### config.mk
export PLATFORM = sky130hd
export DESIGN_NAME = gen_stim_mc
export DESIGN_NICKNAME = d
export VERILOG_FILES = /design/src/rtl/gen_stim_mc.sv
export SDC_FILE = /design/constraint.sdc
export NUM_CORES = 1
export LEC_CHECK = 0
export BUFFER_PORTS_ARGS = -buffer_cell sky130_fd_sc_hd__buf_2
export CAP_MARGIN = 20
export CORE_ASPECT_RATIO = 1.75
export CORE_MARGIN = 4
export CORE_UTILIZATION = 59
export CTS_BUF_LIST = sky130_fd_sc_hd__clkbuf_8
export DETAILED_ROUTE_END_ITERATION = 6
export MAX_ROUTING_LAYER = met4
export PLACE_DENSITY = 0.89
export SKIP_CTS_REPAIR_TIMING = 1
export SLEW_MARGIN = 20
export SYNTH_ARGS = -nofsm -noshare
export SYNTH_HDL_FRONTEND = slang
export SYNTH_SLANG_ARGS = --single-unit
export TNS_END_PERCENT = 1
### constraint.sdc
create_clock -name CLK_500K -period 6.3 [get_ports CLK_500K]
set_clock_uncertainty 0.1 [all_clocks]
set_input_delay 1.26 -clock CLK_500K [delete_from_list [all_inputs] [get_ports CLK_500K]]
set_output_delay 1.26 -clock CLK_500K [all_outputs]
set_load 0.03 [all_outputs]
### src/rtl/gen_stim_mc.sv
// gen_stim_mc: multi-channel biphasic stimulus train generator; config handshake (CFG_*), channel mask, sample strobe (DO_SAMPLE), status (BUSY/DONE), registered VSTIM_P/VSTIM_N drives.
module gen_stim_mc #(
  parameter int NUM_CH = 4,
  parameter int CNT_W = 20,
  parameter int PRESC_W = 4,
  parameter int CH_OFFSET = 0
) (
  input  logic               CLK_500K,
  input  logic               RST_N,
  input  logic               ENABLE,
  input  logic               CFG_VALID,
  output logic               CFG_READY,
  input  logic [CNT_W-1:0]   CFG_WIDTH,
  input  logic [CNT_W-1:0]   CFG_GAP,
  input  logic [CNT_W-1:0]   CFG_PERIOD,
  input  logic               CFG_POL,
  input  logic [7:0]         CFG_BURST,
  output logic               CFG_ERR,
  input  logic [NUM_CH-1:0]  CH_MASK,
  input  logic [PRESC_W-1:0] MEASURE_PRESCALAR,
  output logic [NUM_CH-1:0]  VSTIM_P,
  output logic [NUM_CH-1:0]  VSTIM_N,
  output logic               DO_SAMPLE,
  output logic               BUSY,
  output logic               DONE
);
  localparam logic [1:0] IDLE = 2'd0, RUN = 2'd1, DRAIN = 2'd2;
  localparam int XW = CNT_W + 3;
  localparam logic [XW-1:0] SPAN = XW'((NUM_CH - 1) * CH_OFFSET);
  logic [1:0] state, nxt;
  logic [CNT_W-1:0] c, a_w, a_g, a_p, s_w, s_g, s_p;
  logic a_pol, s_pol, a_valid, s_valid, hold;
  logic [7:0] a_burst, s_burst, bcnt;
  logic [NUM_CH-1:0] mask_q, p_d, n_d;
  logic [PRESC_W-1:0] pc, presc_q, eff_presc, eff_cnt;
  logic running, wrap, last, bad, take, start, load, win_start, in_win, hit;
  logic [XW-1:0] thr;
  assign CFG_READY = !s_valid;
  assign BUSY = state != IDLE;
  assign running = BUSY;
  assign bad = CFG_WIDTH == '0 || XW'(CFG_PERIOD) < (XW'(CFG_WIDTH) << 1) + XW'(CFG_GAP) + SPAN;
  assign take = CFG_VALID && !s_valid && !bad;
  assign start = state == IDLE && ENABLE && !hold && (a_valid || s_valid);
  assign wrap = running && c == a_p - 1'b1;
  assign last = wrap && a_burst != '0 && bcnt == a_burst - 8'd1;
  assign load = start || wrap;
  assign thr = (XW'(a_w) << 1) + XW'(a_g) + SPAN;
  assign win_start = running && XW'(c) == thr;
  assign in_win = running && XW'(c) >= thr;
  // the prescaler value is captured only at window start, so mid-window changes wait a period
  assign eff_presc = win_start ? MEASURE_PRESCALAR : presc_q;
  assign eff_cnt = win_start ? '0 : pc;
  assign hit = in_win && eff_presc != '0 && eff_cnt == eff_presc - 1'b1;
  // DRAIN keeps running to the wrap; re-asserted ENABLE resumes RUN there
  always_comb
    nxt = start ? RUN : !running ? IDLE : wrap ? ((last || !ENABLE) ? IDLE : RUN) : ENABLE ? state : DRAIN;
  for (genvar k = 0; k < NUM_CH; k++) begin : g_ch
    localparam logic [XW-1:0] off = XW'(k * CH_OFFSET);
    logic [XW-1:0] t;
    logic first, second;
    assign t = XW'(c) - off;
    assign first = XW'(c) >= off && t < XW'(a_w);
    assign second = XW'(c) >= off && t >= XW'(a_w) + XW'(a_g) && t < (XW'(a_w) << 1) + XW'(a_g);
    assign p_d[k] = running && mask_q[k] && (a_pol ? second : first);
    assign n_d[k] = running && mask_q[k] && (a_pol ? first : second);
  end
  always_ff @(posedge CLK_500K or negedge RST_N)
    if (!RST_N) begin
      state <= IDLE;
      c <= '0;
      bcnt <= '0;
      mask_q <= '0;
      {a_w, a_g, a_p, a_pol, a_burst, a_valid} <= '0;
      {s_w, s_g, s_p, s_pol, s_burst, s_valid} <= '0;
      hold <= 1'b0;
      CFG_ERR <= 1'b0;
      DONE <= 1'b0;
      VSTIM_P <= '0;
      VSTIM_N <= '0;
      DO_SAMPLE <= 1'b0;
      pc <= '0;
      presc_q <= '0;
    end else begin
      state <= nxt;
      c <= (!running || wrap) ? '0 : c + 1'b1;
      bcnt <= start ? '0 : wrap ? bcnt + 8'd1 : bcnt;
      if (load) mask_q <= CH_MASK;
      if (load && s_valid) begin
        {a_w, a_g, a_p, a_pol, a_burst} <= {s_w, s_g, s_p, s_pol, s_burst};
        a_valid <= 1'b1;
        s_valid <= 1'b0;
      end else if (take) begin
        {s_w, s_g, s_p, s_pol, s_burst} <= {CFG_WIDTH, CFG_GAP, CFG_PERIOD, CFG_POL, CFG_BURST};
        s_valid <= 1'b1;
      end
      CFG_ERR <= CFG_VALID && !s_valid && bad;
      hold <= last ? 1'b1 : ENABLE ? hold : 1'b0;
      DONE <= last;
      VSTIM_P <= p_d;
      VSTIM_N <= n_d;
      DO_SAMPLE <= hit;
      pc <= hit ? '0 : eff_cnt + 1'b1;
      presc_q <= eff_presc;
    end
endmodule
Word level (Yosys, flattened, before mapping)
Index checks and enable logic that the tools add are counted.

Bits in latches: 0. Register bits: 194. Bits in writable memories: 0. Logic and storage cells: 107. ROM bits: 0. Memories: 0. Output and inout bits: 13.

Equal/unequal tests: 6. Shift operators: 0. Reduce and logical (&&, ||, !) cells: 45. Divide/modulo/power cells: 0. Multipliers: 0. Multiplexer cells: 17. Order comparisons: 5. Bitwise gates (word level): 1. $add $sub $neg: 9.

Operators with widths (number): adder 21 x 20 -> 22 bit (2); less-than comparator 20 x 22 -> 1 bit (2); logical AND 1 bit (27); equality test 20 x 23 -> 1 bit (1); greater-or-equal comparator 20 x 23 -> 1 bit (1); adder 20 x 20 -> 21 bit (1); greater-or-equal comparator 20 x 21 -> 1 bit (1); adder 20 x 1 -> 20 bit, second input constant (1); equality test 20 bit (1); zero test 20 bit (1); less-than comparator 20 bit (1); 2-to-1 mux 20 bit (1); subtractor 20 x 1 -> 20 bit, second input constant (1); 2-to-1 mux 8 bit (2); 2-to-1 mux 4 bit (3); adder 8 x 1 -> 8 bit, second input constant (1); equality test 8 bit (1); 2-to-1 mux 2 bit (4); nonzero test 8 bit (1); subtractor 8 x 1 -> 8 bit, second input constant (1); 2-to-1 mux 1 bit (7); nonzero test 2 bit (3); zero test 1 bit (5); logical OR 1 bit (5); 9 further kinds (9).

Depth between registers and ports, before layout
Gate-level depths: netlist of the first run.

Depth in word-level cells: 10. Depth in mapped cells: 25. Mapped depth without buffers: 25.

Worst setup path before layout of the first run
OpenSTA, ideal clock, no wires.

Path kind: register to register. Start: register a_w[6]. End: register pc[1]. Cell stages (with the launch flop): 25. Data required time: 6062 ps. Arrival time: 5117 ps. Setup slack: 945 ps. Period minus slack after synthesis: 5355 ps. Path through: dfrtp_1 -> ha_1 -> clkbuf_1 -> a2111oi_0 -> o21ai_0 -> a311oi_1 -> nor2b_1 -> inv_1 -> o21ai_0 -> a21o_1 -> a21oi_1 -> xor2_1 -> ha_1 -> nand3_1 -> nor2_1 -> nand4_1 -> a211oi_2 -> mux2i_1 -> ha_1 -> xor2_1 -> o2111ai_1 -> nor3b_1 -> o21a_1 -> nor2b_1 -> a21boi_0.

Word-level cells in the longest chain between the ends: 8.

RTL lines: start: declaration (RTL line 31) `logic [CNT_W-1:0] c, a_w, a_g, a_p, s_w, s_g, s_p;`; start signal: assignment (RTL line 89) `{a_w, a_g, a_p, a_pol, a_burst} <= {s_w, s_g, s_p, s_pol, s_burst};`; adder 21 x 20 -> 22 bit (*) (RTL line 47) `assign thr = (XW'(a_w) << 1) + XW'(a_g) + SPAN;`; equality test 20 x 23 -> 1 bit (RTL line 48) `assign win_start = running && XW'(c) == thr;`; logical AND 1 bit (RTL line 48); 2-to-1 mux 4 bit (RTL line 51) `assign eff_presc = win_start ? MEASURE_PRESCALAR : presc_q;`; subtractor 4 x 1 -> 4 bit / nonzero test 4 bit (equally long branches) (RTL line 53) `assign hit = in_win && eff_presc != '0 && eff_cnt == eff_presc - 1'b1;`; equality test 4 bit / logical AND 1 bit (equally long branches) (RTL line 53); logical AND 1 bit (RTL line 53); 2-to-1 mux 4 bit (*) (RTL line 102) `pc <= hit ? '0 : eff_cnt + 1'b1;`; end signal: assignment (RTL line 102); end: declaration (RTL line 35) `logic [PRESC_W-1:0] pc, presc_q, eff_presc, eff_cnt;`.

Mark *: on every way between the ends. The rest lies on a longest branch, timed or not. A chain may end at the register's enable or synchronous reset.

Final worst setup path of the first run
Ends and elaborated chain as after synthesis.

==> results.yml, run 1 <==
setup_path:
  crit_cells: 25
  end_kind: "register"
  cpLargestDelayFamily: "compound AO/OA/AOI/OAI gates"
  rr_worst_depth: 25
  critical_path_class: "reg -> reg"
  start_kind: "register"
  cp_slowest_cell: "dfrtp_1"
  cp.required_ps: 6610
  crit_fanout: 10
  max_stage_delay_ps: 440
  critPathArrivalTime_ps: 6090
  r2r_slack_ps: 520
  critPathBufInv: 3
  critPathMostFrequentCell: "ha_1"
timing:
  worst_pin_slew_ps: 878
  slew_violations: 0
  setup_viol: 0
  fmaxAchievable_ghz: 0.173
  hold_viol_final: 0
  rsz0062_at_grt: "false"
  fin_crit_sh_pct: 91.7
  period_minus_slack_ps: 5780
  slew-limit-headroom_pct: 41.4
  setup_tns_ps: 0
synthesis:
  synth_nets: 1476
  yosysSeqAreaShare_pct: 36.4
  synth_compound_area_share_pct: 12.2
  ys_ff_latch: 194
  synthAdderAreaFrac_pct: 13.9
  synth_xor_area_share_pct: 7.02
  synth_cell_types: 63
  synth_ff_type: "dfrtp_1"
  yosys.area.top_type: "dfrtp_1"
  synthMuxAreaShare_pct: 14.9
  syn_area_per_cell_um2: 10.7
  synth_top_area_share_pct: 36.4
  yosys-top-cells-area: "dfrtp_1 (36%), ha_1 (13%), mux2_4 (7.8%), mux2_2 (6.4%), xnor2_1 (3.8%)"
  yosysWarnings: 0
  synth_edf_count: 0
  synth_top_family_by_area: "multiplexers"
  syn_area_mm2: 0.0133
  async_flop_share_pct: 100
  synthSimpleGateAreaFrac_pct: 12.3
  synth_cells: 1249
global_route:
  grt_pass1_vias: 10841
  grt_max_degree: 122
  grt_pass1_wl_mm: 53.6
  antenna_found_initial: 0
  grt_usage_pct: 28.1
  overflow: 0
finish:
  drive_gt1_share_pct: 22.0
  mostFrequentLayoutCell: "dfrtp_1"
  insertedDiodeCount: 0
  fin_nets: 1568
  final_cell_mix: "dfrtp_1 (194), ha_1 (143), buf_2 (92)"
  final_util_pct: 65.3
  areaGrowthSynthToFinish_pct: 8.48
floorplan:
  pin_count: 94
  die_area_mm2: 0.0252
  initial_utilization_pct: 60.2
  fp.coreArea_mm2: 0.0222
  rows: 72
  die_w_um: 122
  die-height_um: 207
clocking:
  numCtsBuffers: 17
  clock_latency_ps: 540
  clock_sinks: 194
  max-clock-path-buffers: 2
  h-tree-depth: 4
  cts_tree: "built"
  cts_root_buf: "clkbuf_8"
  clk_pin_slew_ps: 120
run_status:
  status: "finished, final reports clean"
pwr:
  pwr-share-comb_pct: 18.9
  ir_drop_v: 0.000220
  power.internal_mw: 2.10
  p_leak_nw: 7.15
  p_sw_mw: 0.951
  powerDensity_mw_per_mm2: 211
  power.total_mw: 3.05
  power_frac_seq_pct: 53.5
  clock_power_share_pct: 27.6
  p_sw_share_pct: 31.2
detailed_routing:
  drc: 0
  drt_first_pass_iters: 5
  drt.antenna.violating_nets: 0
  route.vias.total: 10199
  wl_per_cell_um: 20.2
  drt_iter0_markers: 635
  viasPerCell: 6.18
  wirelength_mm: 33.3
place:
  hpwl_mm: 25.8
  gp_congestion: 0.923
  port_buffers: 93
min_path:
  whs_path_depth: 1
  min_path_type: "reg -> reg"
flow_run:
  drv_cap: 0
==> cells in the mapped netlist, types with 38 or more instances <==
cell,count
a21o_1,38
o21ai_0,46
xnor2_1,58
xor2_1,49
ha_1,143
mux2_2,76
mux2_4,69
nand2_1,47
nor2_1,84
inv_1,60
dfrtp_1,194
a21oi_1,72
==> layer usage <==
layer | share of wire [%] | track usage (%) | wire length (µm)
met4 | 6.7 | 18.1 | 2220
met5 | 0 | - | 0
met2 | 53 | 49.3 | 17800
met1 | 36 | 29.0 | 12100
met3 | 3.6 | 4.44 | 1200
==> area by class of cell <==
cell class | count | area (µm²)
multi-input combinational | 968 | 8040
fill | 1769 | 7690
sequential | 194 | 4850
timing repair buffer | 100 | 564
tap | 296 | 370
clock buffer | 17 | 234
inverter | 60 | 225
clock inverter | 15 | 181
==> sequential cells by signal, indices dropped and copies added (netlist names) <==
name / cells
CFG_ERR: 1
DONE: 1
DO_SAMPLE: 1
VSTIM_N: 4
VSTIM_P: 4
a_burst: 8
a_g: 20
a_p: 20
a_pol: 1
a_valid: 1
a_w: 20
bcnt: 8
c: 20
hold: 1
mask_q: 4
pc: 4
presc_q: 4
s_burst: 8
s_g: 20
s_p: 20
s_pol: 1
s_valid: 1
s_w: 20
state: 2
==> power by group through the flow <==
| stage | Sequential (mW) | Clock (mW) | Combinational (mW) |
|---|---|---|---|
| floorplan | 1.60 | 0 | 0.410 |
| global placement | 1.63 | 0 | 0.534 |
| detailed placement | 1.65 | 0 | 0.571 |
| CTS | 1.63 | 0.855 | 0.577 |
| global route | 1.66 | 0.902 | 0.640 |
| finish | 1.63 | 0.842 | 0.577 |
==> worst register-to-register path, delay by kind of cell (launching register included) <==
kind / cells / cell delay, ps
simple gates: 6 / 1040
xor+xnor: 2 / 230
buf+inv: 3 / 450
fa+ha+maj: 3 / 1020
compound gates: 10 / 2110
mux: 1 / 270
flops: 1 / 440
==> path summary, 6_finish.rpt <==
path / start / end
hold reg to reg: s_w[13]$_DFFE_PN0P_ / a_w[13]$_DFFE_PN0P_
max in group asynchronous: RST_N / a_p[17]$_DFFE_PN0P_
min in group asynchronous: RST_N / s_g[0]$_DFFE_PN0P_
setup reg to reg: a_w[6]$_DFFE_PN0P_ / pc[1]$_DFF_PN0_
hold / removal: s_w[13]$_DFFE_PN0P_ / a_w[13]$_DFFE_PN0P_
setup / recovery: a_w[6]$_DFFE_PN0P_ / pc[1]$_DFF_PN0_
==> through the flow <==
stage          worst slack, ps  hold WS, ps  std cells  area [µm²]
2_1_floorplan              945          352       1249       13300
3_3_place_gp               583          367       1617       14000
3_5_place_dp               435          389       1617       14000
4_1_cts                    436          408       1649       14500
5_1_grt                   22.1          415       1650       14500
6_report                   520          407       1650       14500
==> kinds of logic (layout without fill, tap and decap cells) <==
logic type | Yosys count | count (layout)
compound gates | 251 | 251
xor+xnor | 107 | 107
fa+ha+maj | 146 | 146
buf+inv | 87 | 192
flops | 194 | 194
mux | 154 | 154
simple gates | 310 | 310
Note: power is estimated with default switching activity, not from simulation.
==> inputs of run 2 (changes only) <==
--- a/config.mk
+++ b/config.mk
@@ -7,7 +7,7 @@
 export LEC_CHECK = 0
 export BUFFER_PORTS_ARGS = -buffer_cell sky130_fd_sc_hd__buf_2
 export CAP_MARGIN = 20
-export CORE_ASPECT_RATIO = 1.75
+export CORE_ASPECT_RATIO = 0.9
 export CORE_MARGIN = 4
 export CORE_UTILIZATION = 59
 export CTS_BUF_LIST = sky130_fd_sc_hd__clkbuf_8
==> run 2 against run 1 <==
Compared with the run above:
- clock power shrank 5.0%
- critical path type unchanged
- via count grew 0.69%
- non-clock buffer count grew 5
- wire length shrank 3.4%
- clock-buffer cell count grew 2
- sequential power is essentially flat
- maximum frequency shrank 0.16%
- die area shrank 0.36%
- first-iteration DRC count grew 34%
- largest cell class unchanged
- global-route usage shrank 1.1 points
==> results.yml, run 2 (same netlist as run 1, synthesis figures left out) <==
run_status:
  status: "finished, final reports clean"
setup_path:
  max_stage_delay_ps: 460
  cp_slowest_cell: "dfrtp_1"
  critPathArrivalTime_ps: 6040
  startpoint: "a_w[6]$_DFFE_PN0P_"
  end_kind: "register"
  start_kind: "register"
  r2r_slack_ps: 510
  cpLargestDelayFamily: "compound AO/OA/AOI/OAI gates"
  regToRegEndpoint: "pc[1]$_DFF_PN0_"
  critical_path_class: "reg -> reg"
  critPathBufInv: 2
  critPathMostFrequentCell: "ha_1"
  worstReg2RegStart: "a_w[6]$_DFFE_PN0P_"
  crit_fanout: 8
  crit_cells: 24
  rr_worst_depth: 24
  cp.required_ps: 6550
  worstSetupEndpoint: "pc[1]$_DFF_PN0_"
  path_cells: "ha_1, a2111oi_0, o21ai_0, a311oi_2, nor2b_1, inv_1, o21ai_0, a21o_1, a21oi_1, xor2_1, ha_1, nand3_1, nor2_1, nand4_1, buf_4, a211oi_4, mux2i_1, ha_1, xor2_1, o2111ai_1, nor3b_1, o21a_1, nor2b_2, a21boi_0"
clocking:
  max-clock-path-buffers: 2
  cts_tree: "built"
  clock_sinks: 194
  cts_root_buf: "clkbuf_8"
  clock_latency_ps: 490
  h-tree-depth: 4
  numCtsBuffers: 17
  clk_pin_slew_ps: 110
finish:
  n_fill_cell: 1646
  insertedDiodeCount: 0
  fin_nets: 1573
  drive_gt1_share_pct: 22.3
  mostFrequentLayoutCell: "dfrtp_1"
  seqCellArea_mm2: 0.00485
  areaGrowthSynthToFinish_pct: 8.45
  final_cell_mix: "dfrtp_1 (194), ha_1 (143), buf_2 (92)"
  multi_input_comb_area_mm2: 0.00806
floorplan:
  die-height_um: 151
  fp.coreArea_mm2: 0.0220
  rows: 51
  die_area_mm2: 0.0251
  pin_count: 94
  initial_utilization_pct: 60.8
  die_w_um: 167
place:
  port_buffers: 93
  pre_cts_slack_ps: 33.0
  hpwl_mm: 24.5
  gp_congestion: 0.922
min_path:
  min_path_type: "reg -> reg"
detailed_routing:
  route.vias.total: 10269
  drt_iter0_markers: 849
  drt_first_pass_iters: 5
  viasPerCell: 6.22
  wirelength_mm: 32.2
  wl_per_cell_um: 19.5
  drt.antenna.violating_nets: 0
  drc: 0
global_route:
  antenna_found_initial: 0
  grt_usage_pct: 27.0
  grt_pass1_vias: 10363
  grt_max_degree: 84
  overflow: 0
  grt_pass1_wl_mm: 53.0
timing:
  fmaxAchievable_ghz: 0.173
  hold_viol_final: 0
  rsz0062_at_grt: "false"
  slew_violations: 0
  fin_crit_sh_pct: 91.9
  setup_tns_ps: 0
  slew-limit-headroom_pct: 45.8
  setup_slack_ps: 511
  period_minus_slack_ps: 5790
  setup_viol: 0
  worst_pin_slew_ps: 813
pwr:
  ir_drop_v: 0.000146
  p_leak_nw: 7.17
  powerDensity_mw_per_mm2: 210
flow_run:
  drv_cap: 0
-- run 2: layout make-up --
class | count | share of cell area, %
tap | 291 | 2.52
clock buffer | 19 | 1.81
multi-input combinational | 968 | 55.7
timing repair buffer | 105 | 4.07
clock inverter | 13 | 0.813
inverter | 60 | 1.56
sequential | 194 | 33.5
-- run 2: how the worst min path moves through the flow --
| stage | startpoint | end | slack [ps] | cells after the start |
|---|---|---|---|---|
| floorplan | a_valid$_DFFE_PN0P_ | a_valid$_DFFE_PN0P_ | 350 | 1 |
| global placement | hold$_DFFE_PN0P_ | hold$_DFFE_PN0P_ | 370 | 1 |
| detailed placement | hold$_DFFE_PN0P_ | hold$_DFFE_PN0P_ | 370 | 1 |
| CTS | hold$_DFFE_PN0P_ | hold$_DFFE_PN0P_ | 400 | 1 |
| global route | hold$_DFFE_PN0P_ | hold$_DFFE_PN0P_ | 410 | 1 |
| finish | hold$_DFFE_PN0P_ | hold$_DFFE_PN0P_ | 400 | 1 |
-- run 2: through the flow --
stage	total power, mW	instances	instance area [µm²]	util (%)	hold slack [ps]
floorplan	2.01	1249	13300	-	352
global placement	2.18	1614	14000	64.0	369
detailed placement	2.24	1614	14000	64.0	374
CTS	3.03	1646	14400	65.7	397
global route	3.19	1650	14500	65.9	409
finish	3.04	1650	14500	65.9	397
-- run 2: report_power, final --
group	total (mW)	switching, mW	internal, mW
clock network	0.800	0.491	0.309
logic	0.573	0.260	0.313
registers	1.66	0.184	1.48
total	3.04	0.934	2.10
-- run 2: routing by layer --
layer  wire length [µm]  global-route usage [%]  vias up
met5                  0                       -        -
met4                985                    8.83        0
met3               2060                    4.23       77
met2              14800                    43.0      366
met1              14300                    36.0     5076
li1                   -                       -     4750
